--- config.mk ---
export PLATFORM = sky130hd
export DESIGN_NAME = demux16_1to2
export DESIGN_NICKNAME = d
export VERILOG_FILES = /design/src/rtl/lc3_pkg.sv /design/src/rtl/demux_slot.sv /design/src/rtl/demux16_1to2.sv
export SDC_FILE = /design/constraint.sdc
export NUM_CORES = 1
export LEC_CHECK = 0
export CAP_MARGIN = 20
export CORE_MARGIN = 3
export CORE_UTILIZATION = 46
export DETAILED_ROUTE_END_ITERATION = 12
export PLACE_DENSITY_LB_ADDON = 0.08
export SYNTH_ARGS = -nofsm -noshare
export SYNTH_HDL_FRONTEND = slang
export SYNTH_SLANG_ARGS = --single-unit
--- constraint.sdc ---
create_clock -name CLK -period 2.03 [get_ports CLK]
set_input_delay 0.203 -clock CLK [delete_from_list [all_inputs] [get_ports CLK]]
set_output_delay 0.203 -clock CLK [all_outputs]
set_load 0.005 [all_outputs]
--- src/rtl/lc3_pkg.sv ---
// Shared definitions for the 1-to-2 demultiplexer: slot state encoding
// and the default data width.
package lc3_pkg;

    localparam int DEMUX_WIDTH = 16;

    typedef enum logic {
        SLOT_EMPTY = 1'b0,
        SLOT_FULL  = 1'b1
    } slot_state_t;

endpackage

--- src/rtl/demux_slot.sv ---
// One-entry holding register for a demux output channel, with
// fill/drain state tracking and a can-accept indication for the source.
module demux_slot
    import lc3_pkg::*;
#(
    parameter int WIDTH = DEMUX_WIDTH
) (
    input  logic             i_clk,
    input  logic             i_rst,
    input  logic             i_wr,
    input  logic [WIDTH-1:0] i_din,
    input  logic             i_rdy,
    output logic [WIDTH-1:0] o_dout,
    output logic             o_valid,
    output logic             o_free
);

    slot_state_t      r_state;
    slot_state_t      w_next;
    logic [WIDTH-1:0] r_data;

    always_ff @(posedge i_clk) begin
        if (i_rst) r_state <= SLOT_EMPTY;
        else       r_state <= w_next;
    end

    always_comb begin
        w_next = r_state;
        unique case (r_state)
            SLOT_EMPTY: if (i_wr)           w_next = SLOT_FULL;
            SLOT_FULL:  if (i_rdy && !i_wr) w_next = SLOT_EMPTY;
        endcase
    end

    // A full slot can take a new word in the same cycle it is drained.
    always_comb begin
        o_valid = (r_state == SLOT_FULL);
        o_free  = (r_state == SLOT_EMPTY) || i_rdy;
    end

    always_ff @(posedge i_clk) begin
        if (i_rst)     r_data <= '0;
        else if (i_wr) r_data <= i_din;
    end

    assign o_dout = r_data;

endmodule

--- src/rtl/demux16_1to2.sv ---
// 1-to-2 valid/ready demultiplexer with one-entry output slots.
// Optional DEMUX16_COUNT_EN adds per-channel accepted-word counters CNT0/CNT1.
module demux16_1to2
    import lc3_pkg::*;
#(
    parameter int WIDTH = DEMUX_WIDTH
) (
    input  logic             CLK,
    input  logic             RST,
    input  logic             SEL,
    input  logic [WIDTH-1:0] D_IN,
    input  logic             IN_VALID,
    output logic             IN_READY,
    output logic [WIDTH-1:0] D_OUT0,
    output logic [WIDTH-1:0] D_OUT1,
    output logic             OUT0_VALID,
    output logic             OUT1_VALID,
    input  logic             OUT0_READY,
    input  logic             OUT1_READY
`ifdef DEMUX16_COUNT_EN
   ,output logic [15:0]      CNT0,
    output logic [15:0]      CNT1
`endif
);

    logic w_free0;
    logic w_free1;
    logic w_wr0;
    logic w_wr1;

    // Readiness looks only at the addressed slot, so a stall never crosses over.
    always_comb begin
        IN_READY = !RST && (SEL ? w_free1 : w_free0);
        w_wr0    = IN_VALID && IN_READY && !SEL;
        w_wr1    = IN_VALID && IN_READY &&  SEL;
    end

    demux_slot #(.WIDTH(WIDTH)) u_slot0 (
        .i_clk   (CLK),
        .i_rst   (RST),
        .i_wr    (w_wr0),
        .i_din   (D_IN),
        .i_rdy   (OUT0_READY),
        .o_dout  (D_OUT0),
        .o_valid (OUT0_VALID),
        .o_free  (w_free0)
    );

    demux_slot #(.WIDTH(WIDTH)) u_slot1 (
        .i_clk   (CLK),
        .i_rst   (RST),
        .i_wr    (w_wr1),
        .i_din   (D_IN),
        .i_rdy   (OUT1_READY),
        .o_dout  (D_OUT1),
        .o_valid (OUT1_VALID),
        .o_free  (w_free1)
    );

`ifdef DEMUX16_COUNT_EN
    logic [15:0] r_cnt0;
    logic [15:0] r_cnt1;

    always_ff @(posedge CLK) begin
        if (RST) begin
            r_cnt0 <= '0;
            r_cnt1 <= '0;
        end else begin
            r_cnt0 <= r_cnt0 + {15'd0, w_wr0};
            r_cnt1 <= r_cnt1 + {15'd0, w_wr1};
        end
    end

    assign CNT0 = r_cnt0;
    assign CNT1 = r_cnt1;
`endif

endmodule

# Word level (Yosys, flattened, before mapping)
# Cells that the tools add are included.
# totals
ff_bits,34
inputBits,22
output_inout_bits,35
wordCells,25
# classes
mux,7
n_bitwise,2
reduce_logical,12
# op_table
op,n
logical AND 1 bit,6
two-way mux 1 bit,5
zero test 1 bit,4
case mux 1 bit (2 select lines),2
logical OR 1 bit,2
NOT 1 bit,2

# Depth between registers and ports, before layout
# logic_depth
depth_word,10
mapped_depth,6
depth_no_buf,3

# Cells and area by module
# From an unflattened synthesis, not the netlist that was laid out.
# hier_totals
cells_unflattened,118
hier_area_um2,1281.2
# by_module_without_submodules
mod,n_inst,cells_each,area_per_inst_um2,seq_area_each_um2
demux_slot,2,56,616.8,340.3
demux16_1to2,1,6,47.5,0.0

# Worst setup path before layout
# No wires, ideal clock.
# synth_timing
path_type,flip-flop to flip-flop
startpoint,"register u_slot0.r_state, in the netlist u_slot0.o_valid"
endpoint,"register u_slot0.r_data[10], in the netlist u_slot0.o_dout[10]"
setup_time_ns,0.121
arrival_ns,1.169
required_ns,1.909
setup_slack_ns,0.739
path_stages_with_launch,5
path_buffers,1
period_less_slack_ns,1.291
cell_sequence,dfxtp_1 or2b_1 nand2_4 buf_6 mux2_4
# synth_via
elab_chain_len,6
# synth_rtl
item,line_no,text
from (decl),demux_slot.sv:18,slot_state_t r_state;
from (signal assigned),demux_slot.sv:24,else r_state <= w_next;
NOT 1 bit,demux_slot.sv:38,o_free = (r_state == SLOT_EMPTY) || i_rdy;
logical OR 1 bit,demux_slot.sv:38,
two-way mux 1 bit,demux16_1to2.sv:33,IN_READY = !RST && (SEL ? w_free1 : w_free0);
logical AND 1 bit,demux16_1to2.sv:33,
logical AND 1 bit (2 in series),demux16_1to2.sv:34,w_wr0 = IN_VALID && IN_READY && !SEL;
to (signal assigned),demux_slot.sv:43,else if (i_wr) r_data <= i_din;
to (decl),demux_slot.sv:20,logic [WIDTH-1:0] r_data;
# No other way between the ends.
# A chain may end at the register's enable or synchronous reset.

# Worst setup path in the final report
# layout_timing
startpoint,"register u_slot0.r_state, in the netlist u_slot0.o_valid"
endpoint,output port IN_READY
# layout_via
elab_chain_len,4
# layout_rtl
item,line_no,text
NOT 1 bit,demux_slot.sv:38,
logical OR 1 bit,demux_slot.sv:38,
two-way mux 1 bit,demux16_1to2.sv:33,
logical AND 1 bit,demux16_1to2.sv:33,
to (decl),demux16_1to2.sv:13,"output logic IN_READY,"
# No other way between the ends.

==> run metrics <==
chip height 62.7 µm; crit path time final about 1900 ps; CTS tree done; setup TNS 0 ps; die area 0.00393 mm²; post-synth cell types 18; drt pass-1 iters 4; CP Data Required Time about 1800 ps; endpoints failing setup 0; worst min-delay path class in -> reg; cell row count 19; IO Count 57; final net count 214; area grow syn2layout 43.4%; routed len/inst ~14 µm; Peak supply drop between 0.6 and 0.7 mV; latest clock arrival within the worst-skew pair approximately 330 ps; hold buffers post-CTS 0; WL final 3.37 mm; Die W 62.7 µm; postcts setup bufs 0; CP max stage delay 530 ps; First DRT Iteration DRCs 38; first-pass GRT wire length 5.84 mm; DRC 0; total number of vias 1189; most common cell after layout, fill and taps aside clkdlybuf4s50_1; share of layout cells above drive strength 1 22.8%; sequential area share after synthesis 46.1%; metal3 WL around 300 µm; initial antenna violation count 0; overall global routing resource usage 18.8%; core area 0.00290 mm²; slew at the pin closest to its max-slew limit 304 ps; Post-Syn Nets approximately 160; total CTS buffers 5; highest metal used met4; Period Utilization, post-route 92.5%; Startpoint Class flip-flop; via density per instance 5.06; Design Area, Final 0.00212 mm²; I/O Buffers 56; pwr dens 638 mW/mm²; commonest non-fill, non-tap cells in the layout 56 x clkdlybuf4s50_1, 34 x dfxtp_1, 17 x nor2b_1, 17 x nand2b_1, 17 x a21oi_1; vias in the first global route between 1000 and 1500; CTS root buf clkbuf_4; dpl hpwl 2.36 mm; Synthesis Warnings 0; ANT nets after route 0; Clock Skews 5.79 ps; WL met2 1.68 mm; Clk pin slew, worst setup/hold paths 100 ps; H-tree levels 2; endpoints failing hold 0; Syn Inst Count 137; Mapped Area 0.00148 mm²; Critical Path, Cell by Cell or2b_1 -> nor2_1 -> a211oi_2 -> clkdlybuf4s50_1; LEAKAGE 0.843 nW; Met1 Wirelength 1.36 mm; CP Data Arrival Time 1670 ps; status finished, final reports clean; syn avg cell area 10.8 µm²; Max Freq about 0.53 GHz; CP max-delay cell clkdlybuf4s50_1; Slew HR 79.8%; Final Slew Violations 0; CP Max Fanout 3; Synth Register Bits 34; number of antenna diodes 0; unrepaired setup endpoints after global routing false; clock buffer depth 2; GRT Residual Overflow 0; max_cap viols 0; crit end category primary output; gpl congestion 0.718; largest net degree at the start of global routing 34; critical path type reg -> out; dpl cell area approximately 0.0021 mm²; starting density of the core 50.9%; Fill cells 236; Clock Sinks 34
==> logic make-up after synthesis <==
logic type | Yosys count | share of synthesized area (%)
flip-flops | 34 | 46.1
AO/OA/AOI/OAI | 34 | 15.7
AND/OR/NAND/NOR | 41 | 18.3
multiplexers | 16 | 14.5
buffers and inverters | 12 | 5.42
==> flip-flops by register name (all words and copies together), names as in the netlist <==
signal and count:
u_slot0.o_valid 1, u_slot1.o_dout 16, u_slot0.o_dout 16, u_slot1.o_valid 1
==> cells in the mapped netlist <==
| library cell | count | area (µm²) |
|---|---|---|
| buf_6 | 4 | 45.0 |
| a31o_2 | 14 | 123 |
| nand2_4 | 1 | 11.3 |
| buf_2 | 1 | 5.00 |
| nand2b_1 | 17 | 106 |
| nor2_1 | 3 | 11.3 |
| clkbuf_1 | 6 | 22.5 |
| a211oi_1 | 1 | 7.51 |
| nor2b_1 | 17 | 106 |
| dfxtp_1 | 34 | 681 |
| mux2_4 | 9 | 135 |
| and3b_1 | 1 | 8.76 |
| mux2_2 | 7 | 78.8 |
| nor3b_4 | 1 | 18.8 |
| a31o_1 | 2 | 17.5 |
| or2b_1 | 1 | 7.51 |
| a21oi_1 | 17 | 85.1 |
| buf_4 | 1 | 7.51 |
==> metal layers <==
layer	up-vias	GRT usage, %
met5	-	0
met4	0	4.13
met3	5	10.8
met2	40	32.5
met1	561	19.6
li1	583	-
==> worst max-delay path, delay by kind of cell, from the launching register on <==
family | cells | cell delay [ps]
buffers and inverters | 1 | 530
DFF | 1 | 320
AOI/OAI and AO/OA | 1 | 190
and+or+nand+nor | 2 | 300
==> per-stage QoR <==
stage	worst slack [ps]	std cells	power [mW]	hold slack [ps]	util [%]
final	153	235	1.35	509	73.0
after global routing	35.4	235	1.42	486	73.0
after CTS	120	235	1.36	497	72.9
after detailed placement	191	227	0.973	595	70.8
after global placement	215	227	0.963	576	70.8
after floorplan	739	137	0.837	337	-
==> final timing paths <==
path	cells past startpoint	slack, ps	end	start
worst max-delay path	4	150	IN_READY	u_slot0.o_valid$_SDFF_PP0_
worst min-delay path	2	510	u_slot1.o_dout[1]$_SDFFE_PP0P_	D_IN[1]
worst max register to register	3	640	u_slot0.o_dout[13]$_SDFFE_PP0P_	u_slot0.o_valid$_SDFF_PP0_
worst min register to register	2	620	u_slot0.o_dout[12]$_SDFFE_PP0P_	u_slot0.o_dout[12]$_SDFFE_PP0P_
==> cell type report <==
| class | instances | area [µm²] | share of cell area (%) |
|---|---|---|---|
| multi-input cells | 91 | 722 | 34.1 |
| flip-flops and latches | 34 | 681 | 32.1 |
| repair buffers | 60 | 603 | 28.5 |
| clock buffers | 7 | 55.1 | 2.60 |
| well taps | 42 | 52.6 | 2.48 |
| clock inverters | 1 | 5.00 | 0.236 |
==> power breakdown <==
group | switching, mW | total [mW] | internal [mW]
clock | 0.227 | 0.394 | 0.168
sequential | 0.0183 | 0.722 | 0.704
combinational | 0.0769 | 0.235 | 0.158
total | 0.322 | 1.35 | 1.03
==> repair_timing <==
| action | 4_1_cts | 5_1_grt |
|---|---|---|
| setup endpoints to repair | 0 | 1 |
| hold endpoints to repair | 0 | 0 |
| gates resized for setup | 0 | 1 |
No activity file was read; power rests on OpenSTA's default activity.
